### config.mk
export PLATFORM = sky130hd
export DESIGN_NAME = instruction_fetch
export DESIGN_NICKNAME = d
export VERILOG_FILES = /design/src/rtl/instruction_fetch.sv
export SDC_FILE = /design/constraint.sdc
export NUM_CORES = 1
export LEC_CHECK = 0
export BUFFER_PORTS_ARGS = -buffer_cell sky130_fd_sc_hd__buf_2
export CORE_ASPECT_RATIO = 0.7
export CORE_UTILIZATION = 40
export DETAILED_ROUTE_END_ITERATION = 8
export GPL_ROUTABILITY_DRIVEN = 0
export PLACE_DENSITY_LB_ADDON = 0.15
export SETUP_SLACK_MARGIN = 0.3
export SLEW_MARGIN = 5
export SYNTH_ARGS = -nofsm -noshare
export SYNTH_HDL_FRONTEND = slang
export SYNTH_SLANG_ARGS = --single-unit
### constraint.sdc
create_clock -name clk -period 6 [get_ports clk]
set_input_delay 0.9 -clock clk [delete_from_list [all_inputs] [get_ports clk]]
set_output_delay 0.9 -clock clk [all_outputs]
set_load 0.05 [all_outputs]
### src/rtl/instruction_fetch.sv
`default_nettype none
// ============================================================================
// Module   : instruction_fetch
// Purpose  : Front-end fetch stage. Owns the PC and the instruction register,
//            fetches one word at a time from instruction memory over a
//            req/ready handshake, holds it until decode accepts it, then
//            advances the PC to PC+4, the branch target or the jump target.
//            opcode (instr[31:26]) feeds the control unit.
// Ports    : clk, rst_n                 - clock, synchronous active-low reset
//            imem_req/addr/rdata/ready  - instruction memory handshake
//            instr, opcode, instr_valid - fetched word towards decode
//            instr_ready                - decode accepts instr this cycle
//            pc, pc_plus4               - address of instr and its successor
//            jump, jump_index           - jump redirect for retiring instr
//            branch, zero, branch_offset- conditional branch redirect
//            fetch_count, stall_count   - only with IF_PERF_CNT_EN defined
// Config   : IF_PERF_CNT_EN - adds accepted-fetch and issue-stall counters.
// Revision : 1.0 - initial release
// ============================================================================
module instruction_fetch #(
  parameter logic [31:0] RESET_PC = 32'h0000_0000,
  parameter int          IMEM_AW  = 32
) (
  input  logic               clk,
  input  logic               rst_n,
  output logic               imem_req,
  output logic [IMEM_AW-1:0] imem_addr,
  input  logic [31:0]        imem_rdata,
  input  logic               imem_ready,
  output logic [31:0]        instr,
  output logic [5:0]         opcode,
  output logic               instr_valid,
  input  logic               instr_ready,
  output logic [31:0]        pc,
  output logic [31:0]        pc_plus4,
`ifdef IF_PERF_CNT_EN
  output logic [31:0]        fetch_count,
  output logic [31:0]        stall_count,
`endif
  input  logic               jump,
  input  logic [25:0]        jump_index,
  input  logic               branch,
  input  logic               zero,
  input  logic [15:0]        branch_offset
);

  typedef enum logic [1:0] {
    BOOT  = 2'd0,
    FETCH = 2'd1,
    ISSUE = 2'd2
  } state_t;

  state_t      state_q, state_d;
  logic [31:0] pc_q, pc_d;
  logic [31:0] instr_q, instr_d;
  logic        valid_q, valid_d;

  logic [31:0] pc_plus4_w;
  logic [31:0] branch_target_w;
  logic [31:0] jump_target_w;
  logic [31:0] next_pc_w;

  // All adds are 32-bit; carry out is dropped so the PC wraps.
  assign pc_plus4_w      = pc_q + 32'd4;
  assign branch_target_w = pc_plus4_w + {{14{branch_offset[15]}}, branch_offset, 2'b00};
  assign jump_target_w   = {pc_plus4_w[31:28], jump_index, 2'b00};

  // Jump outranks branch when both are asserted.
  always_comb begin
    next_pc_w = pc_plus4_w;
    if (jump) begin
      next_pc_w = jump_target_w;
    end else if (branch && zero) begin
      next_pc_w = branch_target_w;
    end
  end

  always_comb begin
    state_d = state_q;
    pc_d    = pc_q;
    instr_d = instr_q;
    valid_d = valid_q;
    case (state_q)
      BOOT: begin
        state_d = FETCH;
      end
      FETCH: begin
        if (imem_ready) begin
          instr_d = imem_rdata;
          valid_d = 1'b1;
          state_d = ISSUE;
        end
      end
      ISSUE: begin
        // Redirect inputs only matter on the accepting cycle.
        if (instr_ready) begin
          pc_d    = next_pc_w;
          valid_d = 1'b0;
          state_d = FETCH;
        end
      end
      default: begin
        state_d = BOOT;
      end
    endcase
  end

  always_ff @(posedge clk) begin
    if (!rst_n) begin
      state_q <= BOOT;
      pc_q    <= RESET_PC;
      instr_q <= 32'h0;
      valid_q <= 1'b0;
    end else begin
      state_q <= state_d;
      pc_q    <= pc_d;
      instr_q <= instr_d;
      valid_q <= valid_d;
    end
  end

`ifdef IF_PERF_CNT_EN
  logic [31:0] fetch_count_q, fetch_count_d;
  logic [31:0] stall_count_q, stall_count_d;

  always_comb begin
    fetch_count_d = fetch_count_q;
    stall_count_d = stall_count_q;
    if (state_q == ISSUE) begin
      if (instr_ready) begin
        fetch_count_d = fetch_count_q + 32'd1;
      end else begin
        stall_count_d = stall_count_q + 32'd1;
      end
    end
  end

  always_ff @(posedge clk) begin
    if (!rst_n) begin
      fetch_count_q <= 32'h0;
      stall_count_q <= 32'h0;
    end else begin
      fetch_count_q <= fetch_count_d;
      stall_count_q <= stall_count_d;
    end
  end

  assign fetch_count = fetch_count_q;
  assign stall_count = stall_count_q;
`endif

  // The request is a pure decode of the state register, so it drops
  // immediately on reset and stays stable for the whole FETCH state.
  assign imem_req    = (state_q == FETCH);
  assign imem_addr   = {pc_q[IMEM_AW-1:2], 2'b00};
  assign instr       = instr_q;
  assign opcode      = instr_q[31:26];
  assign instr_valid = valid_q;
  assign pc          = pc_q;
  assign pc_plus4    = pc_plus4_w;

endmodule
`default_nettype wire

# --- Yosys cells after proc, flatten, opt, wreduce, memory -nomap -nowiden ---
# Index checks and enable logic that the tools add are counted.
totals:
  register_bits: 67
  latchBits: 0
  mem_bits_rw: 0
  romBits: 0
  input_bits: 81
  out_inout_bits: 136
  n_memories: 0
classes:
  add_sub_neg: 2
  multipliers: 0
  div: 0
  magnitude_cmp: 0
  n_eq_ne: 4
  n_shift: 0
  mux: 8
  n_bitwise: 0
  reduce_logical: 7
ops:
  columns: ["cell", "count"]
  rows:
  - ["2-to-1 mux 32 bit", 2]
  - ["adder 32 x 3 -> 32 bit, second input constant", 1]
  - ["adder 32 bit", 1]
  - ["case mux 2 bit (3 select lines)", 1]
  - ["AND reduction 2 bit", 3]
  - ["2-to-1 mux 2 bit", 2]
  - ["AND reduction 3 bit", 1]
  - ["equality test 2 x 1 -> 1 bit, second input constant", 1]
  - ["equality test 2 bit, second input constant", 1]
  - ["logical NOT 2 bit", 1]
  - ["2-to-1 mux 1 bit", 2]
  - ["!= test 2 x 1 -> 1 bit, second input constant", 1]
  - ["!= test 2 bit, second input constant", 1]
  - ["case mux 1 bit (2 select lines)", 1]
  - ["nonzero test 2 bit", 1]
  - ["logical AND 1 bit", 1]

# --- Longest topological paths before layout ---
logic_depth:
  ltp_word: 4
  mapped_depth: 17
  mapped_depth_nobuf: 15

# --- Worst setup path after synthesis ---
# Ideal clock, no wire load.
synth_path:
  path_kind: "register to register"
  startpoint: "reg pc_q[11] (netlist: pc[11])"
  endpoint: "reg pc_q[31] (netlist: pc[31])"
  setup_time_ns: 0.118
  arrival_ns: 4.671
  path_slack_ns: 1.211
  path_stages_with_launch: 18
  n_path_buf: 2
  synth_period_minus_slack_ns: 4.789
  cell_sequence: "dfxtp_1 and3_2 nand4_4 nor3_1 and4_1 buf_2 nand3_1 xnor2_1 ha_1 clkbuf_1 a21o_1 a21oi_1 nor3b_1 o41ai_1 o21ai_1 xor2_1 a21o_1 a32o_1"
synth_between:
  elab_chain_cells: 4
synth_rtl:
  columns: ["element", "line_no", "source"]
  rows:
  - ["start, declared", "54", "logic [31:0] pc_q, pc_d;"]
  - ["start signal, assigned", "116", "pc_q <= pc_d;"]
  - ["adder 32 x 3 -> 32 bit", "64", "assign pc_plus4_w = pc_q + 32'd4;"]
  - ["net pc_plus4[24]", "35", "output logic [31:0] pc_plus4,"]
  - ["adder 32 bit", "65", "assign branch_target_w = pc_plus4_w + {{14{branch_offset[15]}}, branch_offset, 2'b00};"]
  - ["2-to-1 mux 32 bit", "73", "end else if (branch && zero) begin"]
  - ["2-to-1 mux 32 bit", "71", "if (jump) begin"]
# The timed path passes the listed nets, and every way through them passes these cells.
# A chain may end at the register's enable or synchronous reset.

# --- Worst setup path in the final report ---
layout_path:
  startpoint: "reg pc_q[2] (netlist: pc[2])"
  endpoint: "reg pc_q[31] (netlist: pc[31])"
layout_between:
  elab_chain_cells: 4
layout_rtl:
  columns: ["element", "line_no"]
  rows:
  - ["adder 32 x 3 -> 32 bit (*)", "64"]
  - ["adder 32 bit", "65"]
  - ["2-to-1 mux 32 bit", "73"]
  - ["2-to-1 mux 32 bit (*)", "71"]
# Every way passes the cells marked *; elsewhere a longest branch is shown, timed or not.

==> results.json <==
{
  "drt_wl_total_um": 18200,
  "clkTransAtPathRegs_ns": 0.06,
  "tritoncts": "yes",
  "fin_area_um2": 6510,
  "ys_seq_area_share_pct": 24.2,
  "grt_overflow": 0,
  "yosys.area.top_type": "dfxtp_1",
  "finalPower_uw": 1300,
  "core_area_um2": 13100,
  "hold_path.class": "reg -> reg",
  "post-dp-hpwl_um": 13800,
  "die_w_um": 141,
  "peakVddDrop_mv": 0.160,
  "yosysUniqueCellTypes": 66,
  "path_class": "reg -> reg",
  "clock_skew_ns": 0.0128,
  "num_io_pins": 217,
  "final_cell_mix": "210 x buf_2, 124 x nand2_1, 65 x dfxtp_1, 41 x o21ai_0, 38 x a21oi_1",
  "synthArstFlopShare_pct": 0,
  "status": "finished, final reports clean",
  "setup_tns_ns": 0,
  "arrival_ns": 4.38,
  "post_cts_buffers": 0,
  "syn2layout_area_growth_pct": 21.1,
  "finalMaxSlewViolations": 0,
  "yosys.area.top_type_share_pct": 24.2,
  "clockRootBuffer": "clkbuf_16",
  "netlist_instances": 700,
  "p_switching_uw": 436,
  "drt-initial-drc-count": 454,
  "power_frac_seq_pct": 35.4,
  "mostFrequentLayoutCell": "buf_2",
  "drc": 0,
  "fmax_mhz": 240,
  "setup_viol": 0,
  "grt_pass1_wl_um": 27800,
  "leakage_uw": 0.00319,
  "clk_latency_ns": 0.33,
  "placed_area_um2": 6210,
  "dieArea_um2": 13900,
  "io_buffers": 210,
  "grt.total_usage_pct": 25.6,
  "ys_ff_latch": 65,
  "synth-main-ff-cell": "dfxtp_1",
  "rows": 35,
  "reg2reg_depth": 15,
  "rsz0062_at_grt": "false",
  "cts.htree.levels": 3,
  "cts.sinks": 65,
  "max_slew.worst_pin.slew_ns": 1.15,
  "grt_max_degree": 70,
  "ys_warn_count": 0,
  "first_global_vias": 5141,
  "crit_required_ns": 6.21,
  "p_per_area_nw_per_um2": 199,
  "num-nets-final": 970,
  "final_hold_viol_count": 0,
  "drt_first_pass_iters": 5,
  "power.share.clock_pct": 41.7,
  "start_kind": "register",
  "hold_depth": 2,
  "relSlewSlack_pct": 23.1,
  "wl_per_cell_um": 17.8,
  "end_kind": "register",
  "vias": 5716,
  "syn_avg_cell_area_um2": 7.68,
  "synth.area.top_cells": "dfxtp_1 24%, nand2_1 8.7%, ha_1 8.4%",
  "vias_per_cell": 5.59,
  "post-route-min-period_ns": 4.16,
  "crit_fanout": 10,
  "drive_gt1_share_pct": 28.8,
  "combPwrFrac_pct": 22.9,
  "die_y_um": 99.0,
  "antenna_cells": 0,
  "finalCritPeriodShare_pct": 69.4,
  "ant_nets": 0,
  "hold_buffers": 0,
  "synth_edf_count": 0,
  "clk_path_buf_depth": 2,
  "max_cap_violations": 0,
  "syn-cell-area_um2": 5380,
  "switching_share_pct": 33.7,
  "post_cts_resized": 0,
  "antenna_found_initial": 0,
  "power.internal_uw": 861,
  "start_util_pct": 40.9,
  "numCtsBuffers": 9
}
[metal layers]
metal  routed length (µm)  track usage, %
met3                 1840            7.58
met5                    0               0
met4                  248            5.85
met2                 7830            37.9
met1                 8250            36.2
[cell usage after synthesis, types with 2 or more instances]
cell       count
o22ai_1        4
buf_4         42
ha_1          36
clkbuf_8       2
buf_2          2
a211o_1        3
o21bai_1       3
o211a_1        2
a2111oi_0      3
nor2_1        30
o21ai_0       41
a31oi_1        8
a211oi_1      16
a21o_1        20
and4_1         2
o2bb2ai_1      2
nand2b_1       3
o31ai_1        5
or3_1          3
a21boi_0      35
and2_1        14
a22o_1         2
and3_2         4
xor2_1        17
o211ai_1      16
nor2b_1        5
inv_1          7
and3_1         3
xnor2_1       35
clkbuf_1      31
nor3_1         6
nand4_1       10
a41oi_1        2
nand3_1       25
o21a_1         5
nand2_1      124
dfxtp_1       65
a221oi_1       2
a21oi_1       38
[critical path, cell delays in order, from the launching register on]
cell	delay, ns
dfxtp_1	0.52
ha_1	0.31
nand2_1	0.13
nor3_1	0.38
and4_1	0.37
nand3_1	0.12
xnor2_1	0.30
ha_1	0.38
a21o_1	0.21
a21oi_1	0.18
nor3b_1	0.08
o41ai_1	0.26
o21ai_1	0.15
xor2_1	0.26
nand3_2	0.10
a32o_1	0.28
[area by class of cell]
class | instances | area, µm²
clock buffers | 9 | 225
clock inverters | 7 | 77.6
flip-flops and latches | 65 | 1300
fillers | 1312 | 6630
well taps | 166 | 208
inverters | 8 | 30.0
multi-input cells | 555 | 3600
repair buffers | 213 | 1070
[worst paths after layout]
path | slack, ns | end | start
setup / recovery | 1.84 | pc[31]$_SDFFE_PN0P_ | pc[2]$_SDFFE_PN0P_
hold / removal | 0.46 | instr[7]$_SDFFE_PN0P_ | instr[7]$_SDFFE_PN0P_
setup reg to reg | 1.84 | pc[31]$_SDFFE_PN0P_ | pc[2]$_SDFFE_PN0P_
hold reg to reg | 0.46 | instr[7]$_SDFFE_PN0P_ | instr[7]$_SDFFE_PN0P_
[power groups by stage]
stage	Clock (µW)	Sequential, µW	Combinational (µW)
after floorplan	0	515	171
after global placement	0	467	291
after detailed placement	0	469	295
after CTS	555	459	296
after global routing	575	461	320
final	540	459	297
[registers in the layout (all words and copies together), names as in the netlist]
register and flops:
instr 32, instr_valid 1, pc 30, state_q 2
[through the flow]
step           cells  hold slack [ns]  utilization, %  setup WS, ns
2_1_floorplan    705            0.542               -          1.21
3_3_place_gp    1007            0.448            47.3          2.08
3_5_place_dp    1007            0.456            47.3          2.00
4_1_cts         1023            0.464            49.6          1.92
5_1_grt         1023            0.482            49.6          1.39
6_report        1023            0.460            49.6          1.84
[kinds of logic after synthesis]
group,share of synthesized area (%)
mux,0.396
compound gates,26.9
simple gates,21.4
fa+ha+maj,8.75
xor+xnor,8.98
buf+inv,9.28
flops,24.2
other cells,0.0697
(Power assumes the default switching activity.)
